$ cat src/rtl/hazard_pkg.sv
// Shared definitions for the hazard controller and the EX-stage forwarding unit.
// State encoding, forward-select constants and the x0-aware register match.
package hazard_pkg;

  typedef enum logic [1:0] {
    RUN      = 2'd0,
    LU_STALL = 2'd1,
    MEM_WAIT = 2'd2
  } state_t;

  localparam logic [1:0] FWD_REG = 2'b00;
  localparam logic [1:0] FWD_WB  = 2'b01;
  localparam logic [1:0] FWD_MEM = 2'b10;

  // x0 is hardwired to zero, so a write to it never creates a dependency.
  function automatic logic reg_match(input logic [4:0] rd, input logic [4:0] rs);
    return (rd != 5'd0) && (rd == rs);
  endfunction

endpackage

$ cat src/rtl/hazard_ctrl.sv
// Pipeline hazard controller: load-use bubbles, branch flush, memory-wait freeze
// and a free-running stall-cycle performance counter.
module hazard_ctrl
  import hazard_pkg::*;
#(
  parameter int LU_STALL_CYCLES = 1,
  parameter int CNT_W           = 32
) (
  input  logic             clk,
  input  logic             rst_n,
  input  logic             id_ex_memRead,
  input  logic [4:0]       id_ex_rd,
  input  logic [4:0]       if_id_rs1,
  input  logic [4:0]       if_id_rs2,
  input  logic             if_id_uses_rs2,
  input  logic             branch_taken,
  input  logic             ex_mem_memAccess,
  input  logic             dmem_ready,
  output logic             pc_write,
  output logic             if_id_write,
  output logic             if_id_flush,
  output logic             id_ex_bubble,
  output logic             pipe_freeze,
  output logic [CNT_W-1:0] stall_count
);

  localparam logic [2:0] LU_INIT = 3'(LU_STALL_CYCLES - 1);

  state_t     state, state_n;
  state_t     ret_state, ret_state_n;
  state_t     eff_state;
  logic [2:0] lu_cnt, lu_cnt_n;
  logic       mem_wait;
  logic       lu_haz;

  assign mem_wait = ex_mem_memAccess & ~dmem_ready;
  assign lu_haz   = id_ex_memRead &
                    (reg_match(id_ex_rd, if_id_rs1) |
                     (if_id_uses_rs2 & reg_match(id_ex_rd, if_id_rs2)));

  // Leaving MEM_WAIT resumes the saved state and is evaluated in the same cycle.
  assign eff_state = (state == MEM_WAIT) ? ret_state : state;

  always_comb begin
    // NOTE: every output of this block gets a default first so no path infers a latch.
    pc_write     = 1'b1;
    if_id_write  = 1'b1;
    if_id_flush  = 1'b0;
    id_ex_bubble = 1'b0;
    pipe_freeze  = 1'b0;
    state_n      = eff_state;
    ret_state_n  = ret_state;
    lu_cnt_n     = lu_cnt;

    if (!rst_n) begin
      pc_write     = 1'b0;
      if_id_write  = 1'b0;
      if_id_flush  = 1'b1;
      id_ex_bubble = 1'b1;
      state_n      = RUN;
    end else if (mem_wait) begin
      // A pending branch stays in EX because EX/MEM is frozen; it is taken on release.
      pc_write    = 1'b0;
      if_id_write = 1'b0;
      pipe_freeze = 1'b1;
      state_n     = MEM_WAIT;
      ret_state_n = eff_state;
    end else if (branch_taken) begin
      if_id_flush  = 1'b1;
      id_ex_bubble = 1'b1;
      state_n      = RUN;
      lu_cnt_n     = 3'd0;
    end else if (eff_state == LU_STALL) begin
      pc_write     = 1'b0;
      if_id_write  = 1'b0;
      id_ex_bubble = 1'b1;
      if (lu_cnt <= 3'd1) begin
        state_n  = RUN;
        lu_cnt_n = 3'd0;
      end else begin
        state_n  = LU_STALL;
        lu_cnt_n = lu_cnt - 3'd1;
      end
    end else if (lu_haz) begin
      pc_write     = 1'b0;
      if_id_write  = 1'b0;
      id_ex_bubble = 1'b1;
      if (LU_STALL_CYCLES > 1) begin
        state_n  = LU_STALL;
        lu_cnt_n = LU_INIT;
      end else begin
        state_n  = RUN;
      end
    end
  end

  always_ff @(posedge clk) begin
    // NOTE: sequential state uses non-blocking assignments so all registers update together.
    if (!rst_n) begin
      state       <= RUN;
      ret_state   <= RUN;
      lu_cnt      <= 3'd0;
      stall_count <= '0;
    end else begin
      state     <= state_n;
      ret_state <= ret_state_n;
      lu_cnt    <= lu_cnt_n;
      if (!pc_write)
        stall_count <= stall_count + CNT_W'(1);
    end
  end

endmodule

$ cat config.mk
export PLATFORM = sky130hd
export DESIGN_NAME = hazard_ctrl
export DESIGN_NICKNAME = d
export VERILOG_FILES = /design/src/rtl/hazard_pkg.sv /design/src/rtl/hazard_ctrl.sv
export SDC_FILE = /design/constraint.sdc
export NUM_CORES = 1
export LEC_CHECK = 0
export CAP_MARGIN = 20
export CORE_AREA = 2 2 72 74
export DETAILED_ROUTE_END_ITERATION = 8
export DIE_AREA = 0 0 74 76
export DONT_BUFFER_PORTS = 1
export HOLD_SLACK_MARGIN = 0.15
export PLACE_DENSITY = 0.65
export SYNTH_ARGS = -nofsm -noshare
export SYNTH_HDL_FRONTEND = slang
export SYNTH_SLANG_ARGS = --single-unit
$ cat constraint.sdc
create_clock -name clk -period 2.8 [get_ports clk]
set_clock_uncertainty 0.1 [all_clocks]
set_input_delay 0.14 -clock clk [delete_from_list [all_inputs] [get_ports clk]]
set_output_delay 0.14 -clock clk [all_outputs]
set_load 0.01 [all_outputs]
Word-level counts from Yosys, hierarchy flattened
Index checks and enable logic that the tools add are counted.

storage, ports and cells
  register bits = 39
  input port bits = 22
  output and inout port bits = 37
  word-level logic and storage cells = 49

cells by class
  add/subtract/negate cells = 2
  magnitude comparators = 1
  equality and inequality tests = 4
  muxes and demuxes = 24
  bitwise logic cells = 7
  reductions and logical operators = 6

operator list
  cell                                                 number
  adder 32 x 1 -> 32 bit, second input constant        1
  two-way mux 1 bit                                    16
  equality test 5 bit                                  2
  two-way mux 2 bit                                    5
  two-way mux 3 bit                                    3
  nonzero test 5 bit                                   1
  AND 1 bit                                            3
  <= comparator 3 x 1 -> 1 bit, second input constant  1
  inverter 1 bit                                       3
  OR reduction 3 bit                                   1
  subtractor 3 x 1 -> 3 bit, second input constant     1
  equality test 2 x 1 -> 1 bit, second input constant  1
  equality test 2 bit, second input constant           1
  logical AND 1 bit                                    2
  AND reduction 2 bit                                  1
  nonzero test 2 bit                                   1
  OR 1 bit                                             1

Logic depth before layout (Yosys ltp)
  word-level depth = 10
  mapped depth = 8
  mapped depth without buffers = 6

Worst setup path before layout
No wires, ideal clock.

  kind = register -> register
  start point = register stall_count[3]
  end point = register stall_count[24]
  setup time = 0.070 ns
  data arrival time = 1.936 ns
  required time = 2.630 ns
  slack = 0.694 ns
  stages on the path, launching flop included = 7
  buffers on the path = 0
  clock period less this slack = 2.106 ns
  cell sequence = dfxtp_1 > and4_4 > nand4_4 > nor3_4 > nand4_2 > or4_1 > a21oi_1

on the way
  cells in the longest elaborated chain, start to end = 1

RTL lines
  item                      RTL line            RTL
  start: declaration        hazard_ctrl.sv:24   output logic [CNT_W-1:0] stall_count
  start signal: assignment  hazard_ctrl.sv:109  stall_count <= stall_count + CNT_W'(1);
  adder 32 x 1 -> 32 bit    hazard_ctrl.sv:109

No other way between the ends.
A chain may end at the register's enable or synchronous reset.

Worst setup path in the final report
  start point = input port dmem_ready
  end point = output port id_ex_bubble

on the way
  cells in the longest elaborated chain, start to end = 4

RTL lines
  item                RTL line           RTL
  start: declaration  hazard_ctrl.sv:18  input logic dmem_ready,
  inverter 1 bit      hazard_ctrl.sv:36  assign mem_wait = ex_mem_memAccess & ~dmem_ready;
  AND 1 bit           hazard_ctrl.sv:36
  two-way mux 1 bit   hazard_ctrl.sv:61  end else if (mem_wait) begin
  two-way mux 1 bit   hazard_ctrl.sv:55  if (!rst_n) begin
  end: declaration    hazard_ctrl.sv:22  output logic id_ex_bubble,

No other way between the ends.

==> results.sh <==
export IMPL_synth_area_top_cells="dfxtp_1 37%, a21oi_1 8.0%, o21ai_0 5.2%"
export IMPL_clock_tree_buffer_depth=2
export IMPL_synth_top_area_cell="dfxtp_1"
export IMPL_fp_coreArea_sq_um=4910
export IMPL_stdcell_count=337
export IMPL_rsz0062_at_grt="no"
export IMPL_fin_area_sq_um=2330
export IMPL_syn_cell_area_sq_um=2130
export IMPL_drive_above_1_share=0.0637
export IMPL_r2r_start="stall_count[4]"
export IMPL_cp_startpoint="dmem_ready"
export IMPL_p_leak_nw=0.754
export IMPL_p_clk_frac=0.440
export IMPL_synth_warnings=0
export IMPL_power_density_nw_per_um2=480
export IMPL_drv_slew=0
export IMPL_wl_mm=4.89
export IMPL_peakVddDrop_mv=0.211
export IMPL_ys_seq_area_frac=0.367
export IMPL_setup_worst_path_class="primary input to output port"
export IMPL_rows=26
export IMPL_dp_final_hpwl_mm=3.32
export IMPL_cp_start_kind="primary input"
export IMPL_wl_per_cell_um=14.5
export IMPL_filler_cell_count=492
export IMPL_grt_pass1_vias=1766
export IMPL_viasPerCell=5.71
export IMPL_pwr_share_comb=0.059
export IMPL_switching_share=0.223
export IMPL_grt_max_degree=48
export IMPL_yosysUniqueCellTypes=39
export IMPL_relSlewSlack=0.355
export IMPL_vias=1923
export IMPL_root_buffer="clkbuf_8"
export IMPL_crit_fanout=5
export IMPL_cts_htree_levels=2
export IMPL_cp_arrival_ps=2190
export IMPL_initial_core_util=0.433
export IMPL_reg2reg_slack_ps=410
export IMPL_grt_ovfl_total=0
export IMPL_min_delay_start="branch_taken"
export IMPL_tns_ps=0
export IMPL_min_period_ps=2430
export IMPL_worstSkewPairLatency_ps=290
export IMPL_grt_first_pass_wirelength_mm=8.24
export IMPL_dp_cells=324
export IMPL_die_area_sq_um=5620
export IMPL_ys_ff_latch=39
export IMPL_p_int_mw=0.871
export IMPL_antennaDiodeCount=0
export IMPL_status="completed"
export IMPL_syn_inst=267
export IMPL_cts_tree="done"
export IMPL_seqCellArea_sq_um=781
export IMPL_ant_nets=0
export IMPL_grt_use_total=0.183
export IMPL_die_h_um=76
export IMPL_antenna_found_initial=0
export IMPL_cts_sinks=39
export IMPL_hold_viol=0
export IMPL_drtIter0Drc=117
export IMPL_p_sw_mw=0.250
export IMPL_clkSlewWorstSetupHoldPaths_ps=80
export IMPL_setup_viol=0
export IMPL_postPlaceCellArea_sq_um=2170
export IMPL_cap_violations=0
export IMPL_drc=0
export IMPL_cts_hold_buffers_added=5
export IMPL_fin_nets=290
export IMPL_ctsResizeCount=0
export IMPL_seqPwrFrac=0.501
export IMPL_p_total_mw=1.12
export IMPL_fmax_mhz=411
export IMPL_port_buffer_count=0
export IMPL_drt_first_pass_iters=4
export IMPL_worst_pin_slew_ps=968
export IMPL_multi_input_area_sq_um=1240
export IMPL_syn_area_per_cell_sq_um=7.97
export IMPL_area_growth_pct=9.71
export IMPL_post_cts_buffers=0
export IMPL_hold_class="primary input to flip-flop"
export IMPL_place_gp_congestion=0.788
export IMPL_ios=59
export IMPL_endpoint_kind="output port"
export IMPL_fp_dieW_um=74
export IMPL_synth_top_area_frac=0.367
export IMPL_period_share=0.869
export IMPL_cts_buffers=5
export IMPL_synth_fp_nets=291
export IMPL_required_ps=2560
## registers in the layout, summed over array words and instances, names as in the netlist
signal       flops
state            2
stall_count     32
ret_state        2
lu_cnt           3
## synthesized netlist by cell type
cell type	count
inv_1	10
mux2i_1	1
nand4_1	7
nor3_4	1
nand2_1	19
dfxtp_1	39
o31ai_1	11
or4b_1	1
and4_4	1
or3_1	14
and3_1	4
o21a_1	7
a21o_1	1
clkbuf_1	7
nor3_1	5
nand3_1	14
a21oi_1	34
xnor2_1	11
a31oi_1	1
o211ai_1	2
buf_4	1
and2_1	4
or2_2	1
nor2b_1	2
buf_2	6
nor2_1	12
o22ai_1	1
nand2b_1	5
nand4_4	1
nand4_2	1
o21ai_1	1
buf_1	1
nor4_4	1
xor2_1	1
nor4_1	3
ha_1	2
o21ai_0	22
o31a_1	1
or4_1	11
## cell type report
type,count,share of cell area
multi-input cells,203,0.534
clock inverters,2,0.0150
repair buffers,7,0.0279
inverters,10,0.0161
well taps,70,0.0375
clock buffers,6,0.0354
flip-flops and latches,39,0.335
## cells in the final DEF (no fill, tap or decap), types with 2 or more instances in the layout
master,Yosys,routed
a21oi_1,34,33
and2_1,4,4
and3_1,4,4
buf_4,1,2
clkbuf_8,0,6
dfxtp_1,39,39
dlygate4sd3_1,0,5
ha_1,2,2
inv_1,10,10
nand2_1,19,19
nand2b_1,5,5
nand3_1,14,14
nand4_1,7,7
nor2_1,12,12
nor2b_1,2,2
nor3_1,5,5
nor4_1,3,3
o211ai_1,2,2
o21a_1,7,7
o21ai_0,22,22
o31ai_1,11,11
or3_1,14,14
or4_1,11,11
xnor2_1,11,11
## path summary, 6_finish.rpt
path / endpoint / cells past startpoint
hold / removal: lu_cnt[0] / 4
setup reg to reg: stall_count[26] / 6
setup / recovery: id_ex_bubble / 7
hold reg to reg: ret_state[0] / 2
## per-layer routing
layer	vias up	wire [um]	share of wire	track usage
met5	-	0	0	0
met4	0	115	0.024	0.0745
met3	10	362	0.074	0.0754
met2	50	2220	0.45	0.269
met1	891	2200	0.45	0.236
li1	972	-	-	-
## stage by stage
stage                      util  setup WS (ps)  hold slack, ps
after detailed placement  0.441            424             164
after global placement    0.441            493             160
after CTS                 0.475            386             169
after global routing      0.475            186             234
final                     0.475            367             178
after floorplan               -            694             192
## cell families after synthesis
logic type	count (synthesis)	share of synthesized area
flip-flops	39	0.367
buffers and inverters	25	0.0494
adder cells (fa/ha/maj)	2	0.0118
multiplexers	1	0.00471
AND/OR/NAND/NOR	107	0.299
XOR/XNOR	12	0.0494
AO/OA/AOI/OAI	81	0.218
## critical path, cell delays in order
cell	delay, ps
dlygate4sd3_1	550
nor2b_1	290
dlygate4sd3_1	630
nand2_1	80
inv_1	140
a21oi_1	50
or2_2	310
## power by group through the flow
stage | sequential (mW) | combinational [mW] | clock, mW
5_1_grt | 0.562 | 0.0756 | 0.527
3_5_place_dp | 0.574 | 0.0570 | 0
6_report | 0.561 | 0.0664 | 0.493
2_1_floorplan | 0.574 | 0.0543 | 0
4_1_cts | 0.561 | 0.0663 | 0.507
3_3_place_gp | 0.574 | 0.0567 | 0
(Power assumes the default switching activity.)
